===== src/rtl/vga_capture_if.sv =====
// Capture-side VGA bundle: sampled video inputs plus the recovered pixel stream and status.
// master drives video and observes results; slave is the capture block.
interface vga_capture_if;
  logic        pixel_en;
  logic        hsync_i;
  logic        vsync_i;
  logic [3:0]  red_i;
  logic [3:0]  green_i;
  logic [3:0]  blue_i;
  logic        pixel_valid;
  logic [11:0] pixel_data;
  logic [9:0]  pixel_x;
  logic [8:0]  pixel_y;
  logic        frame_done;
  logic [15:0] frame_crc;
  logic        locked;
  logic        timing_err;

  modport master (
    output pixel_en, hsync_i, vsync_i, red_i, green_i, blue_i,
    input  pixel_valid, pixel_data, pixel_x, pixel_y, frame_done, frame_crc, locked, timing_err
  );

  modport slave (
    input  pixel_en, hsync_i, vsync_i, red_i, green_i, blue_i,
    output pixel_valid, pixel_data, pixel_x, pixel_y, frame_done, frame_crc, locked, timing_err
  );
endinterface


===== src/rtl/vga_capture.sv =====
// VGA receive side: recovers x/y from sampled syncs, checks line/frame timing, streams
// visible pixels once locked and produces a CRC-16-CCITT over every completed frame.
module vga_capture #(
  parameter int unsigned H_VISIBLE       = 640,
  parameter int unsigned H_FRONT         = 16,
  parameter int unsigned H_SYNC          = 96,
  parameter int unsigned H_BACK          = 48,
  parameter int unsigned V_VISIBLE       = 480,
  parameter int unsigned V_FRONT         = 10,
  parameter int unsigned V_SYNC          = 2,
  parameter int unsigned V_BACK          = 33,
  parameter bit          SYNC_ACTIVE_LOW = 1'b1
) (
  input  logic          clk,
  input  logic          reset,
  vga_capture_if.slave  vif
);

  localparam int unsigned H_TOTAL = H_VISIBLE + H_FRONT + H_SYNC + H_BACK;
  localparam int unsigned V_TOTAL = V_VISIBLE + V_FRONT + V_SYNC + V_BACK;
  localparam int unsigned H_START = H_SYNC + H_BACK;
  localparam int unsigned V_START = V_SYNC + V_BACK;

  typedef enum logic [1:0] {SEARCH, MEASURE, LOCKED} state_t;

  state_t      state_q, state_d;
  logic        hs_prev_q, hs_prev_d;
  logic        vs_prev_q, vs_prev_d;
  logic        vs_pend_q, vs_pend_d;
  logic [9:0]  h_count_q, h_count_d;
  logic [9:0]  v_count_q, v_count_d;
  logic [15:0] crc_q, crc_d;
  logic        pixel_valid_q, pixel_valid_d;
  logic [11:0] pixel_data_q, pixel_data_d;
  logic [9:0]  pixel_x_q, pixel_x_d;
  logic [8:0]  pixel_y_q, pixel_y_d;
  logic        last_q, last_d;
  logic        frame_done_q, frame_done_d;
  logic [15:0] frame_crc_q, frame_crc_d;
  logic        timing_err_q, timing_err_d;

  logic        hs_act, vs_act, hs_lead, vs_lead, frame_edge, line_bad, frame_bad;
  logic        h_vis, v_vis;
  logic [9:0]  y_full;
  logic [11:0] sample_pix;

  // Bit-serial CCITT step unrolled over the 12 pixel bits, MSB first.
  function automatic logic [15:0] crc12(input logic [15:0] c, input logic [11:0] d);
    logic [15:0] r;
    r = c;
    for (int i = 11; i >= 0; i--) begin
      if (r[15] ^ d[i]) r = {r[14:0], 1'b0} ^ 16'h1021;
      else              r = {r[14:0], 1'b0};
    end
    return r;
  endfunction

  always_comb begin
    state_d       = state_q;
    hs_prev_d     = hs_prev_q;
    vs_prev_d     = vs_prev_q;
    vs_pend_d     = vs_pend_q;
    h_count_d     = h_count_q;
    v_count_d     = v_count_q;
    crc_d         = crc_q;
    pixel_valid_d = 1'b0;
    pixel_data_d  = pixel_data_q;
    pixel_x_d     = pixel_x_q;
    pixel_y_d     = pixel_y_q;
    last_d        = 1'b0;
    frame_done_d  = last_q;
    frame_crc_d   = frame_crc_q;
    timing_err_d  = timing_err_q;

    hs_act     = SYNC_ACTIVE_LOW ? ~vif.hsync_i : vif.hsync_i;
    vs_act     = SYNC_ACTIVE_LOW ? ~vif.vsync_i : vif.vsync_i;
    hs_lead    = hs_act & ~hs_prev_q;
    vs_lead    = vs_act & ~vs_prev_q;
    // A vsync edge is only acted on at the hsync edge that starts line 0.
    frame_edge = hs_lead & (vs_lead | vs_pend_q);
    line_bad   = hs_lead & (h_count_q != 10'(H_TOTAL - 1));
    frame_bad  = frame_edge & (v_count_q != 10'(V_TOTAL - 1));
    sample_pix = {vif.red_i, vif.blue_i, vif.green_i};
    h_vis      = 1'b0;
    v_vis      = 1'b0;
    y_full     = '0;

    if (vif.pixel_en) begin
      hs_prev_d = hs_act;
      vs_prev_d = vs_act;
      if (hs_lead) begin
        h_count_d = '0;
        vs_pend_d = 1'b0;
        if (frame_edge)              v_count_d = '0;
        else if (v_count_q != 10'h3FF) v_count_d = v_count_q + 10'd1;
      end else begin
        if (h_count_q != 10'h3FF) h_count_d = h_count_q + 10'd1;
        if (vs_lead)              vs_pend_d = 1'b1;
      end

      unique case (state_q)
        SEARCH:  if (frame_edge) state_d = MEASURE;
        MEASURE: begin
          if (line_bad || frame_bad) state_d = SEARCH;
          else if (frame_edge)       state_d = LOCKED;
        end
        LOCKED: begin
          if (line_bad || frame_bad) begin
            state_d      = SEARCH;
            timing_err_d = 1'b1;
          end
        end
        default: state_d = SEARCH;
      endcase

      h_vis  = (h_count_d >= 10'(H_START)) && (h_count_d < 10'(H_START + H_VISIBLE));
      v_vis  = (v_count_d >= 10'(V_START)) && (v_count_d < 10'(V_START + V_VISIBLE));
      y_full = v_count_d - 10'(V_START);
      if (state_q == LOCKED && h_vis && v_vis) begin
        pixel_valid_d = 1'b1;
        pixel_data_d  = sample_pix;
        pixel_x_d     = h_count_d - 10'(H_START);
        pixel_y_d     = y_full[8:0];
        crc_d         = crc12(crc_q, sample_pix);
        last_d        = (pixel_x_d == 10'(H_VISIBLE - 1)) && (pixel_y_d == 9'(V_VISIBLE - 1));
      end
    end

    if (last_q) begin
      frame_crc_d = crc_q;
      crc_d       = 16'hFFFF;
    end
    // Any partial frame is discarded: the running CRC only lives while locked.
    if (state_q != LOCKED) crc_d = 16'hFFFF;
  end

  always_ff @(posedge clk or posedge reset) begin
    if (reset) begin
      state_q       <= SEARCH;
      hs_prev_q     <= 1'b0;
      vs_prev_q     <= 1'b0;
      vs_pend_q     <= 1'b0;
      h_count_q     <= '0;
      v_count_q     <= '0;
      crc_q         <= 16'hFFFF;
      pixel_valid_q <= 1'b0;
      pixel_data_q  <= '0;
      pixel_x_q     <= '0;
      pixel_y_q     <= '0;
      last_q        <= 1'b0;
      frame_done_q  <= 1'b0;
      frame_crc_q   <= '0;
      timing_err_q  <= 1'b0;
    end else begin
      state_q       <= state_d;
      hs_prev_q     <= hs_prev_d;
      vs_prev_q     <= vs_prev_d;
      vs_pend_q     <= vs_pend_d;
      h_count_q     <= h_count_d;
      v_count_q     <= v_count_d;
      crc_q         <= crc_d;
      pixel_valid_q <= pixel_valid_d;
      pixel_data_q  <= pixel_data_d;
      pixel_x_q     <= pixel_x_d;
      pixel_y_q     <= pixel_y_d;
      last_q        <= last_d;
      frame_done_q  <= frame_done_d;
      frame_crc_q   <= frame_crc_d;
      timing_err_q  <= timing_err_d;
    end
  end

  assign vif.pixel_valid = pixel_valid_q;
  assign vif.pixel_data  = pixel_data_q;
  assign vif.pixel_x     = pixel_x_q;
  assign vif.pixel_y     = pixel_y_q;
  assign vif.frame_done  = frame_done_q;
  assign vif.frame_crc   = frame_crc_q;
  assign vif.locked      = (state_q == LOCKED);
  assign vif.timing_err  = timing_err_q;

endmodule

===== src/flat_wrapper.sv =====
// flat-port wrapper written by rule: the top's interface ports become plain ports
module vga_capture_flat 
#(
  parameter int unsigned H_VISIBLE       = 640,
  parameter int unsigned H_FRONT         = 16,
  parameter int unsigned H_SYNC          = 96,
  parameter int unsigned H_BACK          = 48,
  parameter int unsigned V_VISIBLE       = 480,
  parameter int unsigned V_FRONT         = 10,
  parameter int unsigned V_SYNC          = 2,
  parameter int unsigned V_BACK          = 33,
  parameter bit          SYNC_ACTIVE_LOW = 1'b1
)
  (clk, reset, vif_pixel_en, vif_hsync_i, vif_vsync_i, vif_red_i, vif_green_i, vif_blue_i, vif_pixel_valid, vif_pixel_data, vif_pixel_x, vif_pixel_y, vif_frame_done, vif_frame_crc, vif_locked, vif_timing_err);
  vga_capture_if vif_i ();
  input  logic clk;
  input  logic reset;
  input wire logic [$bits(vif_i.pixel_en)-1:0] vif_pixel_en;
  input wire logic [$bits(vif_i.hsync_i)-1:0] vif_hsync_i;
  input wire logic [$bits(vif_i.vsync_i)-1:0] vif_vsync_i;
  input wire logic [$bits(vif_i.red_i)-1:0] vif_red_i;
  input wire logic [$bits(vif_i.green_i)-1:0] vif_green_i;
  input wire logic [$bits(vif_i.blue_i)-1:0] vif_blue_i;
  output wire logic [$bits(vif_i.pixel_valid)-1:0] vif_pixel_valid;
  output wire logic [$bits(vif_i.pixel_data)-1:0] vif_pixel_data;
  output wire logic [$bits(vif_i.pixel_x)-1:0] vif_pixel_x;
  output wire logic [$bits(vif_i.pixel_y)-1:0] vif_pixel_y;
  output wire logic [$bits(vif_i.frame_done)-1:0] vif_frame_done;
  output wire logic [$bits(vif_i.frame_crc)-1:0] vif_frame_crc;
  output wire logic [$bits(vif_i.locked)-1:0] vif_locked;
  output wire logic [$bits(vif_i.timing_err)-1:0] vif_timing_err;
  assign vif_i.pixel_en = vif_pixel_en;
  assign vif_i.hsync_i = vif_hsync_i;
  assign vif_i.vsync_i = vif_vsync_i;
  assign vif_i.red_i = vif_red_i;
  assign vif_i.green_i = vif_green_i;
  assign vif_i.blue_i = vif_blue_i;
  assign vif_pixel_valid = vif_i.pixel_valid;
  assign vif_pixel_data = vif_i.pixel_data;
  assign vif_pixel_x = vif_i.pixel_x;
  assign vif_pixel_y = vif_i.pixel_y;
  assign vif_frame_done = vif_i.frame_done;
  assign vif_frame_crc = vif_i.frame_crc;
  assign vif_locked = vif_i.locked;
  assign vif_timing_err = vif_i.timing_err;
  vga_capture #(.H_VISIBLE(H_VISIBLE), .H_FRONT(H_FRONT), .H_SYNC(H_SYNC), .H_BACK(H_BACK), .V_VISIBLE(V_VISIBLE), .V_FRONT(V_FRONT), .V_SYNC(V_SYNC), .V_BACK(V_BACK), .SYNC_ACTIVE_LOW(SYNC_ACTIVE_LOW)) u_core (.clk(clk), .reset(reset), .vif(vif_i));
endmodule

===== config.mk =====
export PLATFORM = sky130hd
export DESIGN_NAME = vga_capture_flat
export DESIGN_NICKNAME = d
export VERILOG_FILES = /design/src/rtl/vga_capture_if.sv /design/src/rtl/vga_capture.sv /design/src/flat_wrapper.sv
export SDC_FILE = /design/constraint.sdc
export NUM_CORES = 1
export LEC_CHECK = 0
export CAP_MARGIN = 20
export CELL_PAD_IN_SITES_DETAIL_PLACEMENT = 0
export CELL_PAD_IN_SITES_GLOBAL_PLACEMENT = 2
export CORE_ASPECT_RATIO = 0.75
export CORE_MARGIN = 3
export CORE_UTILIZATION = 35
export DETAILED_ROUTE_END_ITERATION = 8
export GPL_TIMING_DRIVEN = 0
export HOLD_SLACK_MARGIN = 0.05
export PLACE_DENSITY_LB_ADDON = 0.05
export SYNTH_ARGS = -nofsm -noshare
export SYNTH_HDL_FRONTEND = slang
export SYNTH_SLANG_ARGS = --single-unit

===== constraint.sdc =====
create_clock -name clk -period 3.95 [get_ports clk]
set_input_delay 0.5925 -clock clk [delete_from_list [all_inputs] [get_ports clk]]
set_output_delay 0.5925 -clock clk [all_outputs]
set_load 0.01 [all_outputs]

==> metrics.md <==
| Metric | Value |
|---|---|
| Syn avg cell area | `11.0 µm²` |
| Post-route ant nets | `0` |
| CTS max path bufs | `2` |
| Hold path depth | `0` |
| Synth Flop Type | `dfrtp_1` |
| First-pass GRT wire length | `23400 µm` |
| Area of the mapped netlist | `5440 µm²` |
| Fmax achieved | `~270 MHz` |
| Placement Rows | `38` |
| Clock sinks | `between 90 and 100` |
| FFs w/ async S/R, synth | `100%` |
| Pre-antenna DRT Iters | `5` |
| Ranking of synthesized cells by area | `dfrtp_1, dfstp_2, mux2_4` |
| GP Congestion | `0.855` |
| Drt via density | `5.18` |
| Post-DP HPWL | `10600 µm` |
| Simple-Gate Fraction of Synth Area | `14.0%` |
| Core area | `14800 µm²` |
| Worst-path clk slew | `about 0.06 ns` |
| XOR/XNOR Fraction of Synth Area | `between 7 and 8%` |
| Die extent in y | `114 µm` |
| Worst min-delay path class | `register to register` |
| IO Pins | `68` |
| Synth Area in Compound Gates | `12.9%` |
| TritonCTS clock tree | `yes` |
| Die ar. | `17100 µm²` |
| Overflow after GRT | `0` |
| Setup Skew | `0.0113 ns` |
| Initial DRC count | `257` |
| Wirelength, routed | `roughly 14000 µm` |
| Setup bufs post-CTS | `0` |
| Commonest cells post-synth | `dfrtp_1, nor2_1, xnor2_1` |
| Post-CTS resize count | `0` |
| Pin count of the biggest net entering global routing | `between 50 and 60` |
| Max VDD drop | `roughly 0.00017 V` |
| Leakage | `2.79 nW` |
| Port Buffers | `66` |
| Sequential-to-total area share from yosys stat | `42.7%` |
| Share of the synthesized area in the top cell type | `a little over a third` |
| Largest area contributor in the netlist | `dfrtp_1` |
| Cell variety after synth | `73` |
| CTS Buf Count | `9` |
| Later-pin clock latency in the skew report | `0.35 ns` |
| Cell Area, Placed | `6380 µm²` |
| Antenna cells | `0` |
| Mux cell area share after synthesis | `16.9%` |
| Post-Syn Nets | `between 500 and 600` |
| Final Hold Violating Endpoints | `0` |
| Layout cells sized above 1 | `21.5%` |
| Worst Setup Path Type | `input pin to register` |
| Die X | `150 µm` |
| Synthesized instance count | `between 400 and 500` |
| Min Tclk post-route | `about 3.7 ns` |
| Status | `finished, final reports clean` |
| Worst EP required | `approximately 4.2 ns` |
| Total track usage | `between 10% and 20%` |
| Final setup fails | `0` |
| Worst EP arrival | `roughly 4.0 ns` |
| Initial antenna violation count | `0` |
| Slew @ Worst Pin | `0.812 ns` |
| Max_cap viols | `0` |
| Part of the cycle the worst path needs | `94.5%` |
| CTS root buffer | `clkbuf_16` |
| Largest family of logic cells by synthesized area | `multiplexers` |
| CP startpoint kind | `input pin` |
| Hold slack | `between 0.3 and 0.4 ns` |
| Final Util | `45.0%` |
| Finished layout cell area | `between 6000 and 7000 µm²` |
| Fin. max-slew vios | `0` |
| Synth Area in Adders | `1.61%` |
| Total Nets Final | `596` |
| Ys Warns | `0` |
| Critical path fanouts, max | `19` |
| EDFF count, synth | `0` |
| RSZ-0062 raised after global routing | `no` |
| Via Count | `4023` |
| Vias in the first global route | `4065` |
| Count of state elements after synthesis | `between 90 and 100` |
| Area Growth Syn to Fin | `22.8%` |
| R2R cell count | `12` |
| Critical Path Sink Type | `register` |
| Wirelength per Cell | `~19 µm` |
| Slew margin rel. | `45.1%` |
| Filler instances | `1411` |
| P per Cell Area | `slightly below 400 nW/µm²` |
| Most common cell in the netlist | `dfrtp_1` |
| DRC viols | `0` |
| Initial Utilization | `36.7%` |
| H-tree levels | `3` |
[per-layer routing]
metal	global-route usage [%]	vias to the layer above	share of wire [%]
met2	23.9	96	41
li1	-	1937	-
met3	3.49	7	4.1
met1	28.3	1983	54
met5	0	-	0
met4	4.20	0	0.62
[final timing paths]
kind | from | slack, ns | end
max | vif_hsync_i | 0.22 | u_core.frame_done_d
min | u_core.frame_done_d | 0.37 | u_core.vif.frame_done
max reg2reg | u_core.v_count_q[0] | 0.33 | u_core.frame_done_d
min reg2reg | u_core.frame_done_d | 0.37 | u_core.vif.frame_done
max in group asynchronous | reset | 2.59 | u_core.crc_q[12]
min in group asynchronous | reset | 0.65 | u_core.vif.pixel_x[3]
[cell usage in the layout, fill, tap and decap left out, types with 4 or more instances in the layout]
| cell type | synthesis | routed |
|---|---|---|
| dfrtp_1 | 76 | 76 |
| nor4_1 | 4 | 4 |
| a21oi_1 | 19 | 19 |
| clkbuf_1 | 11 | 11 |
| mux2i_1 | 25 | 25 |
| xor2_1 | 13 | 13 |
| and4_1 | 6 | 6 |
| a41oi_1 | 5 | 5 |
| buf_2 | 8 | 8 |
| mux2_2 | 24 | 24 |
| mux2_4 | 25 | 25 |
| nand3_1 | 9 | 9 |
| o21a_1 | 4 | 4 |
| buf_6 | 8 | 8 |
| nor2_1 | 55 | 55 |
| and3_1 | 6 | 6 |
| and2_1 | 4 | 4 |
| clkdlybuf4s50_1 | 0 | 66 |
| dfstp_2 | 16 | 16 |
| nand2_1 | 15 | 15 |
| xnor2_1 | 33 | 33 |
| clkbuf_16 | 0 | 9 |
| nor3_1 | 5 | 5 |
| inv_1 | 17 | 16 |
| a31oi_1 | 8 | 8 |
| o21ai_0 | 16 | 16 |
| ha_1 | 7 | 7 |
[area by class of cell]
class                      instances  area [µm²]  share of cell area, %
timing repair buffer              67         688                   10.3
inverter                          18        70.1                   1.05
buffer                            28         175                   2.62
tap                              200         250                   3.74
sequential                        92        2320                   34.8
clock inverter                     5        61.3                  0.917
clock buffer                      11         243                   3.63
multi-input combinational        356        2870                   43.0
[report_power, final]
group          leakage (nW)  switching (mW)  internal (mW)  total (mW)
clock                 0.150           0.393          0.512       0.906
combinational          1.45           0.388          0.257       0.646
sequential             1.18          0.0500          0.996        1.05
total                  2.79           0.832           1.77        2.60
[flip-flops by register name (all words and copies together), names as in the netlist]
register and cells:
u_core.vif.pixel_x 10, u_core.vif.frame_crc 16, u_core.hs_prev_q 1, u_core.vs_pend_q 1
u_core.crc_q 16, u_core.h_count_q 10, u_core.vif.timing_err 1, u_core.vif.pixel_valid 1
u_core.state_q 2, u_core.frame_done_d 1, u_core.vs_prev_q 1, u_core.vif.pixel_data 12
u_core.vif.frame_done 1, u_core.v_count_q 10, u_core.vif.pixel_y 9
[per-stage QoR]
| stage | total power, mW | setup WS, ns | std cells | TNS (ns) |
|---|---|---|---|---|
| after floorplan | 1.51 | 0.840 | 495 | 0 |
| after global placement | 1.70 | -0.685 | 761 | -59.92 |
| after detailed placement | 1.71 | -0.409 | 762 | -8.40 |
| after CTS | 2.62 | 0.231 | 777 | 0 |
| after global routing | 2.75 | 0.0207 | 777 | 0 |
| final | 2.60 | 0.215 | 777 | 0 |
[repair_timing]
action | CTS | global route
hold buffers | 0 | 0
hold endpoints to repair | 0 | 0
setup endpoints to repair | 1 | 0
[logic make-up after synthesis]
group           Yosys count
compound gates           89
xor+xnor                 46
fa+ha+maj                 7
buf+inv                  47
flops                    92
mux                      76
simple gates            138
[worst max-delay path, stage by stage]
cell and delay (ns):
clkdlybuf4s50_1 0.51, nor2_2 0.35, buf_2 0.45, a211oi_1 0.15, inv_1 0.14, ha_1 0.20, o21ai_0 0.16, or4_1 0.55
a211oi_1 0.31, o2111ai_1 0.24, a2111oi_2 0.32
Power figures use the tool's default switching activity.
